`src/rtl/iobus_pkg.sv`:
```
// iobus_pkg
// Shared constants and the address-decode helper for the I/O bus port hub.
//   IN_BASE_DEF / OUT_BASE_DEF : default window bases
//   OFS_*                      : register offsets past the end of each port array
//   addr_hit()                 : word-aligned exact-address match
package iobus_pkg;

    localparam logic [31:0] IN_BASE_DEF  = 32'h1100_8000;
    localparam logic [31:0] OUT_BASE_DEF = 32'h1100_C000;

    // Input window: BTN and PEND follow the N_IN data ports.
    localparam int OFS_BTN  = 0;
    localparam int OFS_PEND = 4;
    // Output window: IEN and PCLR follow the N_OUT data registers.
    localparam int OFS_IEN  = 0;
    localparam int OFS_PCLR = 4;

    function automatic logic addr_hit(input logic [31:0] addr,
                                      input logic [31:0] base,
                                      input int          byte_ofs);
        return (addr[1:0] == 2'b00) && (addr == base + 32'(byte_ofs));
    endfunction

endpackage

```
`src/rtl/btn_debounce.sv`:
```
// btn_debounce
// One button bit: 2-flop synchroniser followed by a stability counter.
// The debounced output flips once the synchronised input has differed from it
// for DB_CYCLES consecutive cycles.
//   clk        : clock
//   RST        : synchronous active-high reset
//   i_btn_raw  : asynchronous raw button
//   o_btn_db   : debounced button
module btn_debounce #(
    parameter int DB_CYCLES = 16
) (
    input  logic clk,
    input  logic RST,
    input  logic i_btn_raw,
    output logic o_btn_db
);

    localparam logic [15:0] CNT_TC = 16'(DB_CYCLES - 1);

    logic        r_sync1;
    logic        r_sync2;
    logic        r_db;
    logic [15:0] r_cnt;

    always_ff @(posedge clk) begin
        if (RST) begin
            r_sync1 <= 1'b0;
            r_sync2 <= 1'b0;
            r_db    <= 1'b0;
            r_cnt   <= '0;
        end else begin
            r_sync1 <= i_btn_raw;
            r_sync2 <= r_sync1;
            if (r_sync2 == r_db) begin
                r_cnt <= '0;
            end else if (r_cnt == CNT_TC) begin
                r_db  <= ~r_db;
                r_cnt <= '0;
            end else begin
                r_cnt <= r_cnt + 16'd1;
            end
        end
    end

    assign o_btn_db = r_db;

endmodule

```
`src/rtl/iobus_port_hub.sv`:
```
// iobus_port_hub
// Memory-mapped I/O hub: N_IN input ports, N_OUT output registers, BTN_W
// debounced buttons with rising-edge pending bits, enable mask and interrupt.
//   clk, RST                       : clock, synchronous active-high reset
//   iobus_addr/out/wr, iobus_in    : MCU bus (address, write data, strobe, read data)
//   in_data  [N_IN*32]             : raw input ports (port k at bits k*32 +: 32)
//   btn_raw  [BTN_W]               : asynchronous buttons
//   out_data [N_OUT*32]            : output registers (register k at bits k*32 +: 32)
//   intr                           : registered |(pending & ien)
// Build option: IOBUS_READBACK_EN adds read access to the output registers and IEN.
module iobus_port_hub
    import iobus_pkg::*;
#(
    parameter int          N_IN      = 2,
    parameter int          N_OUT     = 3,
    parameter int          BTN_W     = 5,
    parameter int          DB_CYCLES = 16,
    parameter logic [31:0] IN_BASE   = IN_BASE_DEF,
    parameter logic [31:0] OUT_BASE  = OUT_BASE_DEF
) (
    input  logic                  clk,
    input  logic                  RST,
    input  logic [31:0]           iobus_addr,
    input  logic [31:0]           iobus_out,
    input  logic                  iobus_wr,
    output logic [31:0]           iobus_in,
    input  logic [N_IN*32-1:0]    in_data,
    input  logic [BTN_W-1:0]      btn_raw,
    output logic [N_OUT*32-1:0]   out_data,
    output logic                  intr
);

    localparam int BTN_OFS  = 4 * N_IN + OFS_BTN;
    localparam int PEND_OFS = 4 * N_IN + OFS_PEND;
    localparam int IEN_OFS  = 4 * N_OUT + OFS_IEN;
    localparam int PCLR_OFS = 4 * N_OUT + OFS_PCLR;

    logic [N_OUT*32-1:0] r_out;
    logic [BTN_W-1:0]    r_ien;
    logic [BTN_W-1:0]    r_pend;
    logic [BTN_W-1:0]    r_db_d;
    logic                r_intr;

    logic [BTN_W-1:0]    w_db;
    logic [BTN_W-1:0]    w_rise;
    logic [BTN_W-1:0]    w_clr;
    logic [N_OUT-1:0]    w_out_we;
    logic                w_ien_we;
    logic                w_pclr_we;
    logic [31:0]         w_rdata;

    for (genvar g = 0; g < BTN_W; g++) begin : g_btn
        btn_debounce #(
            .DB_CYCLES (DB_CYCLES)
        ) u_btn_debounce (
            .clk       (clk),
            .RST       (RST),
            .i_btn_raw (btn_raw[g]),
            .o_btn_db  (w_db[g])
        );
    end

    always_comb begin
        w_out_we = '0;
        for (int k = 0; k < N_OUT; k++) begin
            w_out_we[k] = iobus_wr && addr_hit(iobus_addr, OUT_BASE, 4 * k);
        end
        w_ien_we  = iobus_wr && addr_hit(iobus_addr, OUT_BASE, IEN_OFS);
        w_pclr_we = iobus_wr && addr_hit(iobus_addr, OUT_BASE, PCLR_OFS);
    end

    assign w_rise = w_db & ~r_db_d;
    assign w_clr  = w_pclr_we ? iobus_out[BTN_W-1:0] : '0;

    always_ff @(posedge clk) begin
        if (RST) begin
            r_out  <= '0;
            r_ien  <= '0;
            r_pend <= '0;
            r_db_d <= '0;
            r_intr <= 1'b0;
        end else begin
            for (int k = 0; k < N_OUT; k++) begin
                if (w_out_we[k]) begin
                    r_out[k*32 +: 32] <= iobus_out;
                end
            end
            if (w_ien_we) begin
                r_ien <= iobus_out[BTN_W-1:0];
            end
            r_db_d <= w_db;
            // Clear applied first so a same-cycle rising edge wins.
            r_pend <= (r_pend & ~w_clr) | w_rise;
            r_intr <= |(r_pend & r_ien);
        end
    end

    always_comb begin
        w_rdata = '0;
        for (int k = 0; k < N_IN; k++) begin
            if (addr_hit(iobus_addr, IN_BASE, 4 * k)) begin
                w_rdata = in_data[k*32 +: 32];
            end
        end
        if (addr_hit(iobus_addr, IN_BASE, BTN_OFS)) begin
            w_rdata = 32'(w_db);
        end
        if (addr_hit(iobus_addr, IN_BASE, PEND_OFS)) begin
            w_rdata = 32'(r_pend);
        end
`ifdef IOBUS_READBACK_EN
        for (int k = 0; k < N_OUT; k++) begin
            if (addr_hit(iobus_addr, OUT_BASE, 4 * k)) begin
                w_rdata = r_out[k*32 +: 32];
            end
        end
        if (addr_hit(iobus_addr, OUT_BASE, IEN_OFS)) begin
            w_rdata = 32'(r_ien);
        end
`endif
    end

    assign iobus_in = w_rdata;
    assign out_data = r_out;
    assign intr     = r_intr;

endmodule

```
`config.mk`:
```
export PLATFORM = sky130hd
export DESIGN_NAME = iobus_port_hub
export DESIGN_NICKNAME = d
export VERILOG_FILES = /design/src/rtl/iobus_pkg.sv /design/src/rtl/btn_debounce.sv /design/src/rtl/iobus_port_hub.sv
export SDC_FILE = /design/constraint.sdc
export NUM_CORES = 1
export LEC_CHECK = 0
export BUFFER_PORTS_ARGS = -buffer_cell sky130_fd_sc_hd__buf_2
export CAP_MARGIN = 20
export CORE_MARGIN = 10
export CORE_UTILIZATION = 50
export CTS_CLUSTER_SIZE = 25
export DETAILED_ROUTE_END_ITERATION = 8
export PLACE_DENSITY = 0.77
export SLEW_MARGIN = 20
export SYNTH_ARGS = -nofsm -noshare
export SYNTH_HDL_FRONTEND = slang
export SYNTH_SLANG_ARGS = --single-unit
```
`constraint.sdc`:
```
create_clock -name clk -period 4.34 [get_ports clk]
set_clock_uncertainty 0.15 [all_clocks]
set_input_delay 0.868 -clock clk [delete_from_list [all_inputs] [get_ports clk]]
set_output_delay 0.868 -clock clk [all_outputs]
set_load 0.02 [all_outputs]
```
After elaboration in Yosys (flattened, before gate mapping)
Cells that the tools add are included.
- bitwise operators: 16
- add/sub/neg operators: 5
- reductions and logical operators: 26
- equality and inequality tests: 19
- multiplexer cells: 5
- operators with widths (operator ; number):
    32-bit by 29-bit == test with 1-bit output, second input constant ; 9
    32-bit two-way mux ; 4
    16-bit by 1-bit adder with 16-bit output, second input constant ; 5
    16-bit by 4-bit == test with 1-bit output, second input constant ; 5
    5-bit AND ; 3
    3-bit OR reduction ; 5
    1-bit logical AND ; 14
    1-bit NOT ; 10
    5-bit NOT ; 2
    2-bit AND reduction ; 5
    1-bit == test ; 5
    5-bit two-way mux ; 1
    5-bit bitwise OR ; 1
    5-bit OR reduction ; 1
    2-bit zero test ; 1
- register bits after elaboration: 207
- output and inout bits: 129
- input bits: 136
- word-level logic and storage cells: 98

Longest topological paths before layout
Gate-level depths: netlist (run 1).
- word-level depth: 7
- mapped depth: 7
- depth with buffers taken out: 5

Hierarchy
From an unflattened synthesis (run 1), not the netlist that was laid out.
- cells, all modules: 953
- area, all modules: 9436.6 sq um
- by module, submodules not included (module ; cells an instance ; instances ; sequential area each (sq um) ; area each (sq um)):
    iobus_port_hub ; 508 ; 1 ; 2242.2 ; 5313.8
    btn_debounce ; 89 ; 5 ; 380.4 ; 824.5

Worst setup path before layout (run 1)
Ideal clock, no wire load.
- path type: in2out
- from: in iobus_addr[5]
- to: out iobus_in[10]
- data required time: 3322 ps
- stages on the path: 6
- data arrival time: 2688 ps
- buffers on the path: 2
- slack: 634 ps
- cells stage by stage: or4_1 buf_2 nor4_4 clkbuf_1 a22oi_1 nor2_1
- longest elaborated chain between the ends: 6
- elaborated cells on any way between the ends: 12
- classes of those cells: eq/ne (4); mux (4); reduce/logical (4)
- RTL lines (element ; line ; RTL):
    from (decl) ; iobus_port_hub.sv:23 ; input logic [31:0] iobus_addr,
    32-bit by 29-bit == test with 1-bit output ; iobus_pkg.sv:21 ; return (addr[1:0] == 2'b00) && (addr == base + 32'(byte_ofs));
    1-bit logical AND ; iobus_pkg.sv:21 ;
    32-bit two-way mux (2 in series) ; iobus_port_hub.sv:101 ; if (addr_hit(iobus_addr, IN_BASE, 4 * k)) begin
    32-bit two-way mux ; iobus_port_hub.sv:105 ; if (addr_hit(iobus_addr, IN_BASE, BTN_OFS)) begin
    32-bit two-way mux (*) ; iobus_port_hub.sv:108 ; if (addr_hit(iobus_addr, IN_BASE, PEND_OFS)) begin
    to (decl) ; iobus_port_hub.sv:26 ; output logic [31:0] iobus_in,
Every way passes the cells marked *; elsewhere a longest branch is shown, timed or not.

Final worst setup path (run 1)
- from: in iobus_addr[5]
- to: out iobus_in[9]
The elaborated chain is that of the path after synthesis.

==> run_results.csv, run 1 <==
group,metric,value,unit
run_status,status,"complete, no violations",
global_routing,track_usage,0.199,
critical_path,worstPathRequired,3320,ps
cts,cts_max_level,1,
timing,slew_viol_final,0,
timing,hold_ws,287,ps
routing,first_pass_iters,5,
logic_synthesis,synthTopCellsByCount,"207 x dfxtp_1, 139 x nand2b_1, 111 x mux2i_1, 109 x nor2_1, 48 x xnor2_1",
cts,cts_tree,"yes",
die,die_area,23900,sq um
timing,fin_crit_sh,0.882,
power,netSwitchingPower,0.822,mW
routing,drt_wl_total,25400,um
cells_and_area,multi_input_area,4640,sq um
cells_and_area,area_delta_synth_final,25.0,%
place,gp_congestion,0.913,
cts,post-cts-setup-buffer-count,0,
logic_synthesis,synth-compound-area-share,0.0526,
logic_synthesis,syn_nets,1104,
die,die_w,155,um
global_routing,antenna_found_initial,1,
logic_synthesis,yosysMostFrequentCell,"dfxtp_1",
cells_and_area,n_fill_cell,1499,
critical_path,arrival,2810,ps
cells_and_area,fin_nets,1352,
timing,rsz0062_at_grt,"false",
power,p_leak,4.87,nW
critical_path,path_class,"input pin to output pin",
logic_synthesis,synth-seq-cells,207,
cts,cts_root_buffer,"clkbuf_16",
routing,drt-initial-drc-count,536,
logic_synthesis,netlist_area,9070,sq um
timing,worst_slack,510,ps
power,power_frac_comb,0.039,
power,powerDensity,357,nW/um^2
logic_synthesis,synth.area.top_cells,"dfxtp_1 46%, mux2i_1 12%, nand2b_1 9.6%, xnor2_1 4.6%, nor2_1 4.5%",
timing,period_needed,3830,ps
logic_synthesis,synth_top_area_cell,"dfxtp_1",
cts,clk_pin_slew,60,ps
power,intPower,3.23,mW
timing,finalSetupViolCount,0,
die,initial_core_util,0.506,
logic_synthesis,synthAdderAreaFrac,0.00690,
flow_run,drv_cap,0,
logic_synthesis,ys_seq_area_frac,0.457,
die,io_pins,265,
routing,post-route-drc-count,0,
place,io_buffers,264,
timing,fmax,0.261,GHz
cts,cts.sinks,207,
logic_synthesis,muxShareOfSynthArea,0.123,
logic_synthesis,synth_top_family_by_area,"simple AND/OR/NAND/NOR gates",
timing,relSlewSlack,0.544,
cells_and_area,final_util,0.633,
cells_and_area,drive_gt1_frac,0.262,
routing,drt-wirelength-per-cell,17.5,um
cts,insertion_delay,490,ps
critical_path,cp-start-kind,"input pin",
logic_synthesis,yosysTopAreaCellShare,0.457,
timing,final.setup.tns,0,ps
power,pwr-share-seq,0.471,
logic_synthesis,avgSynthCellArea,9.41,sq um
routing,via_per_inst,5.29,
die,rows,49,
cells_and_area,register_area,4140,sq um
critical_path,worst-path-max-fanout,26,
global_routing,grt_pass1_vias,7698,
logic_synthesis,synthCells,963,
worst_hold_path,hold_path_class,"flip-flop to flip-flop",
place,pre_cts_ws,522,ps
critical_path,critPathCaptureType,"output pin",
logic_synthesis,synth-simple-area-share,0.267,
cts,numCtsBuffers,22,
logic_synthesis,yosysUniqueCellTypes,37,
global_routing,grt_first_pass_wirelength,40000,um
timing,hold_viol_final,0,
logic_synthesis,synthFlopType,"dfxtp_1",
place,hpwlAfterDp,19100,um
cts,clockBufferDepth,3,
global_routing,grt_max_degree,87,
die,die_y,155,um
power,irDropWorstVdd,0.000280,V
cts,cts_resized,0,
routing,ant_nets,0,
power,p_clk_frac,0.490,
timing,worst_slew_pin_slew,683,ps
logic_synthesis,yosys_warnings,0,
power,switching_share,0.203,
logic_synthesis,async_reset_ff_frac,0,
logic_synthesis,synth-edff-count,0,
global_routing,gr-total-overflow,0,
cts,postCtsHoldBufs,0,
logic_synthesis,synth_xor_area_frac,0.0618,
die,core_area,17900,sq um
routing,vias,7707,
==> cell families after synthesis <==
kind of cell | Yosys count
simple gates | 438
flops | 207
mux | 111
buf+inv | 71
compound gates | 67
xor+xnor | 64
fa+ha+maj | 5
==> critical path, cell delays in order <==
cell and delay (ps):
buf_2 90, or4_1 680, nor4_2 400, buf_4 360, a22oi_1 120, nor2_1 100
buf_2 180
==> path summary, 6_finish.rpt <==
check        cells past startpoint                        startpoint                           endpoint  slack [ps]
max                              7                     iobus_addr[5]                        iobus_in[9]         510
min                              1   g_btn[1].u_btn_debounce.r_sync1    g_btn[1].u_btn_debounce.r_sync2         290
max reg2reg                      4  g_btn[2].u_btn_debounce.r_cnt[4]  g_btn[2].u_btn_debounce.r_cnt[15]        2300
min reg2reg                      1   g_btn[1].u_btn_debounce.r_sync1    g_btn[1].u_btn_debounce.r_sync2         290
==> final cells by class <==
| class | count | area share |
|---|---|---|
| timing repair buffer | 273 | 0.123 |
| tap | 229 | 0.0253 |
| clock buffer | 29 | 0.0546 |
| inverter | 22 | 0.00729 |
| multi-input combinational | 685 | 0.410 |
| clock inverter | 11 | 0.0142 |
| antenna | 1 | 0.000221 |
| sequential | 207 | 0.366 |
==> cells in the final DEF (no fill, tap or decap), types with 9 or more instances in the layout <==
master,count
nor2b_1,16
xor2_1,16
dfxtp_1,207
xnor2_1,48
nand4_1,25
nand3_1,21
nand2_1,26
mux2i_1,111
nand2b_1,139
buf_2,263
o2bb2ai_1,10
inv_1,22
nor4_1,33
and3_1,9
nor2_1,109
a22oi_1,33
nor3_1,21
a21oi_1,12
buf_4,10
clkbuf_16,23
==> metal layers <==
metal / global-route usage / wire, um
met4: 0.0751 / 875
met1: 0.215 / 9900
met2: 0.365 / 12900
met5: 0 / 0
met3: 0.0491 / 1750
==> stage by stage <==
stage                     power (mW)  instances  instance area (sq um)
final                           4.05       1457                  11300
after global routing            4.18       1457                  11300
after CTS                       4.09       1456                  11300
after detailed placement        2.11       1416                  10500
after global placement          2.11       1416                  10500
after floorplan                 2.02        963                   9070
==> sequential cells by signal, indices dropped and copies added (netlist names) <==
register / flops
out_data: 96
intr: 1
g_btn.u_btn_debounce.r_sync2: 5
g_btn.u_btn_debounce.r_sync1: 5
r_db_d: 5
g_btn.u_btn_debounce.o_btn_db: 5
r_pend: 5
g_btn.u_btn_debounce.r_cnt: 80
r_ien: 5
==> power groups by stage <==
stage	registers [mW]	logic [mW]	clock network (mW)
after floorplan	1.95	0.0718	0
after global placement	1.95	0.156	0
after detailed placement	1.95	0.156	0
after CTS	1.91	0.157	2.03
after global routing	1.91	0.171	2.10
final	1.91	0.156	1.98
Power figures use the tool's default switching activity.
==> inputs of run 2 (changes only) <==
==> constraint.sdc (replaced) <==
create_clock -name clk -period 4.34 [get_ports clk]
set_clock_uncertainty 0.15 [all_clocks]
set_input_delay 0.868 -clock clk [delete_from_list [all_inputs] [get_ports clk]]
set_output_delay 0.868 -clock clk [all_outputs]
set_load 0.005 [all_outputs]
==> run_results.csv, run 2 (synthesis results as in run 1) <==
group,metric,value,unit
run_status,status,"complete, no violations",
cts,cts.sinks,207,
power,powerDensity,355,nW/um^2
cts,numCtsBuffers,22,
power,irDropWorstVdd,0.000303,V
timing,slew_viol_final,0,
power,p_leak,4.86,nW
global_routing,track_usage,0.200,
timing,fin_crit_sh,0.871,
power,switching_share,0.207,
routing,post-route-drc-count,0,
global_routing,grt_pass1_vias,7691,
place,hpwlAfterDp,19200,um
cts,cts_resized,0,
critical_path,worstPathRequired,3320,ps
die,core_area,17900,sq um
timing,hold_viol_final,0,
routing,drt_wl_total,25500,um
critical_path,worst-path-max-fanout,26,
power,power_frac_comb,0.039,
cells_and_area,area_delta_synth_final,24.9,%
routing,ant_nets,0,
die,rows,49,
die,io_pins,265,
die,die_y,155,um
global_routing,gr-total-overflow,0,
cells_and_area,largest_reg_flops,96,
worst_hold_path,min_from,"g_btn[0].u_btn_debounce.r_sync1",
cts,cts_max_level,1,
cts,cts_root_buffer,"clkbuf_16",
place,gp_congestion,0.931,
power,netSwitchingPower,0.831,mW
power,p_total,4.02,mW
power,p_clk_frac,0.486,
routing,via_per_inst,5.35,
routing,first_pass_iters,5,
critical_path,r2r_setup_slack,2310,ps
global_routing,antenna_found_initial,4,
worst_hold_path,hold_path_class,"flip-flop to flip-flop",
cts,postCtsHoldBufs,0,
routing,drt-wirelength-per-cell,17.4,um
critical_path,reg2regPathDepth,4,
cts,cts_tree,"yes",
timing,finalSetupViolCount,0,
timing,period_needed,3780,ps
cells_and_area,layout_commonest_cell,"buf_2",
cells_and_area,mostFrequentLayoutCells,"263 x buf_2, 207 x dfxtp_1, 139 x nand2b_1",
critical_path,path_class,"input pin to output pin",
timing,worst_slew_pin_slew,656,ps
critical_path,cp-start-kind,"input pin",
cells_and_area,final_util,0.633,
die,initial_core_util,0.506,
timing,fmax,0.265,GHz
place,io_buffers,264,
timing,rsz0062_at_grt,"false",
die,die_area,23900,sq um
cts,clk_pin_slew,60,ps
critical_path,critPathCaptureType,"output pin",
timing,relSlewSlack,0.559,
worst_hold_path,min_to,"g_btn[0].u_btn_debounce.r_sync2",
power,pwr-share-seq,0.475,
cells_and_area,n_fill_cell,1526,
die,die_w,155,um
timing,final.setup.tns,0,ps
routing,vias,7818,
cts,post-cts-setup-buffer-count,0,
critical_path,timing.rr.end,"g_btn[2].u_btn_debounce.r_cnt[15]",
power,intPower,3.19,mW
cells_and_area,fin_nets,1352,
worst_hold_path,hold_depth,1,
timing,worst_slack,560,ps
routing,drt-initial-drc-count,376,
global_routing,grt_max_degree,71,
critical_path,arrival,2760,ps
cells_and_area,drive_gt1_frac,0.261,
flow_run,drv_cap,0,
place,pre_cts_ws,548,ps
global_routing,grt_first_pass_wirelength,40100,um
cts,clockBufferDepth,3,
critical_path,r2r-start,"g_btn[2].u_btn_debounce.r_cnt[4]",
cts,insertion_delay,500,ps
run 2: cell count changes in the layout (fill, tap and decap cells not counted):
cell,before,now
bufinv_16,4,3
diode_2,1,4
clkbuf_8,2,3
clkbuf_1,4,5
clkinv_2,5,3
clkinv_4,1,2
run 2: how the worst max path moves through the flow:
stage | from | cells after the start | slack [ps] | to
final | iobus_addr[5] | 7 | 560 | iobus_in[9]
after global routing | iobus_addr[5] | 7 | 380 | iobus_in[7]
after CTS | iobus_addr[5] | 6 | 540 | iobus_in[4]
after detailed placement | iobus_addr[5] | 6 | 550 | iobus_in[0]
after global placement | iobus_addr[5] | 6 | 600 | iobus_in[4]
after floorplan | iobus_addr[5] | 6 | 820 | iobus_in[10]
run 2: stage by stage:
step	hold WS [ps]	cell area [sq um]	cells
6_report	291	11300	1460
5_1_grt	305	11300	1460
4_1_cts	295	11300	1456
3_5_place_dp	278	10500	1416
3_3_place_gp	272	10500	1416
2_1_floorplan	264	9070	963
run 2: layout make-up:
cell class,count,area (sq um),area share
clock inverter,9,130,0.0115
sequential,207,4140,0.366
multi-input combinational,685,4640,0.410
timing repair buffer,273,1390,0.123
tap,229,287,0.0253
antenna,4,10.0,0.000884
clock buffer,31,636,0.0561
inverter,22,82.6,0.00729
run 2: power by group through the flow:
| stage | registers (mW) | clock network, mW | logic (mW) |
|---|---|---|---|
| after CTS | 1.91 | 2.00 | 0.157 |
| after global placement | 1.95 | 0 | 0.156 |
| after detailed placement | 1.95 | 0 | 0.156 |
| after global routing | 1.91 | 2.07 | 0.170 |
| final | 1.91 | 1.95 | 0.156 |
| after floorplan | 1.95 | 0 | 0.0718 |
run 2: critical path: stages:
cell	delay, ps
buf_2	90
or4_1	680
nor4_2	410
buf_4	350
a22oi_1	130
nor2_1	110
buf_2	120
run 2: per-layer routing:
layer	part of all wire	GRT usage	vias up
met3	0.068	0.0483	57
li1	-	-	3840
met1	0.39	0.219	3649
met4	0.036	0.0868	0
met2	0.50	0.358	272
met5	0	0	-
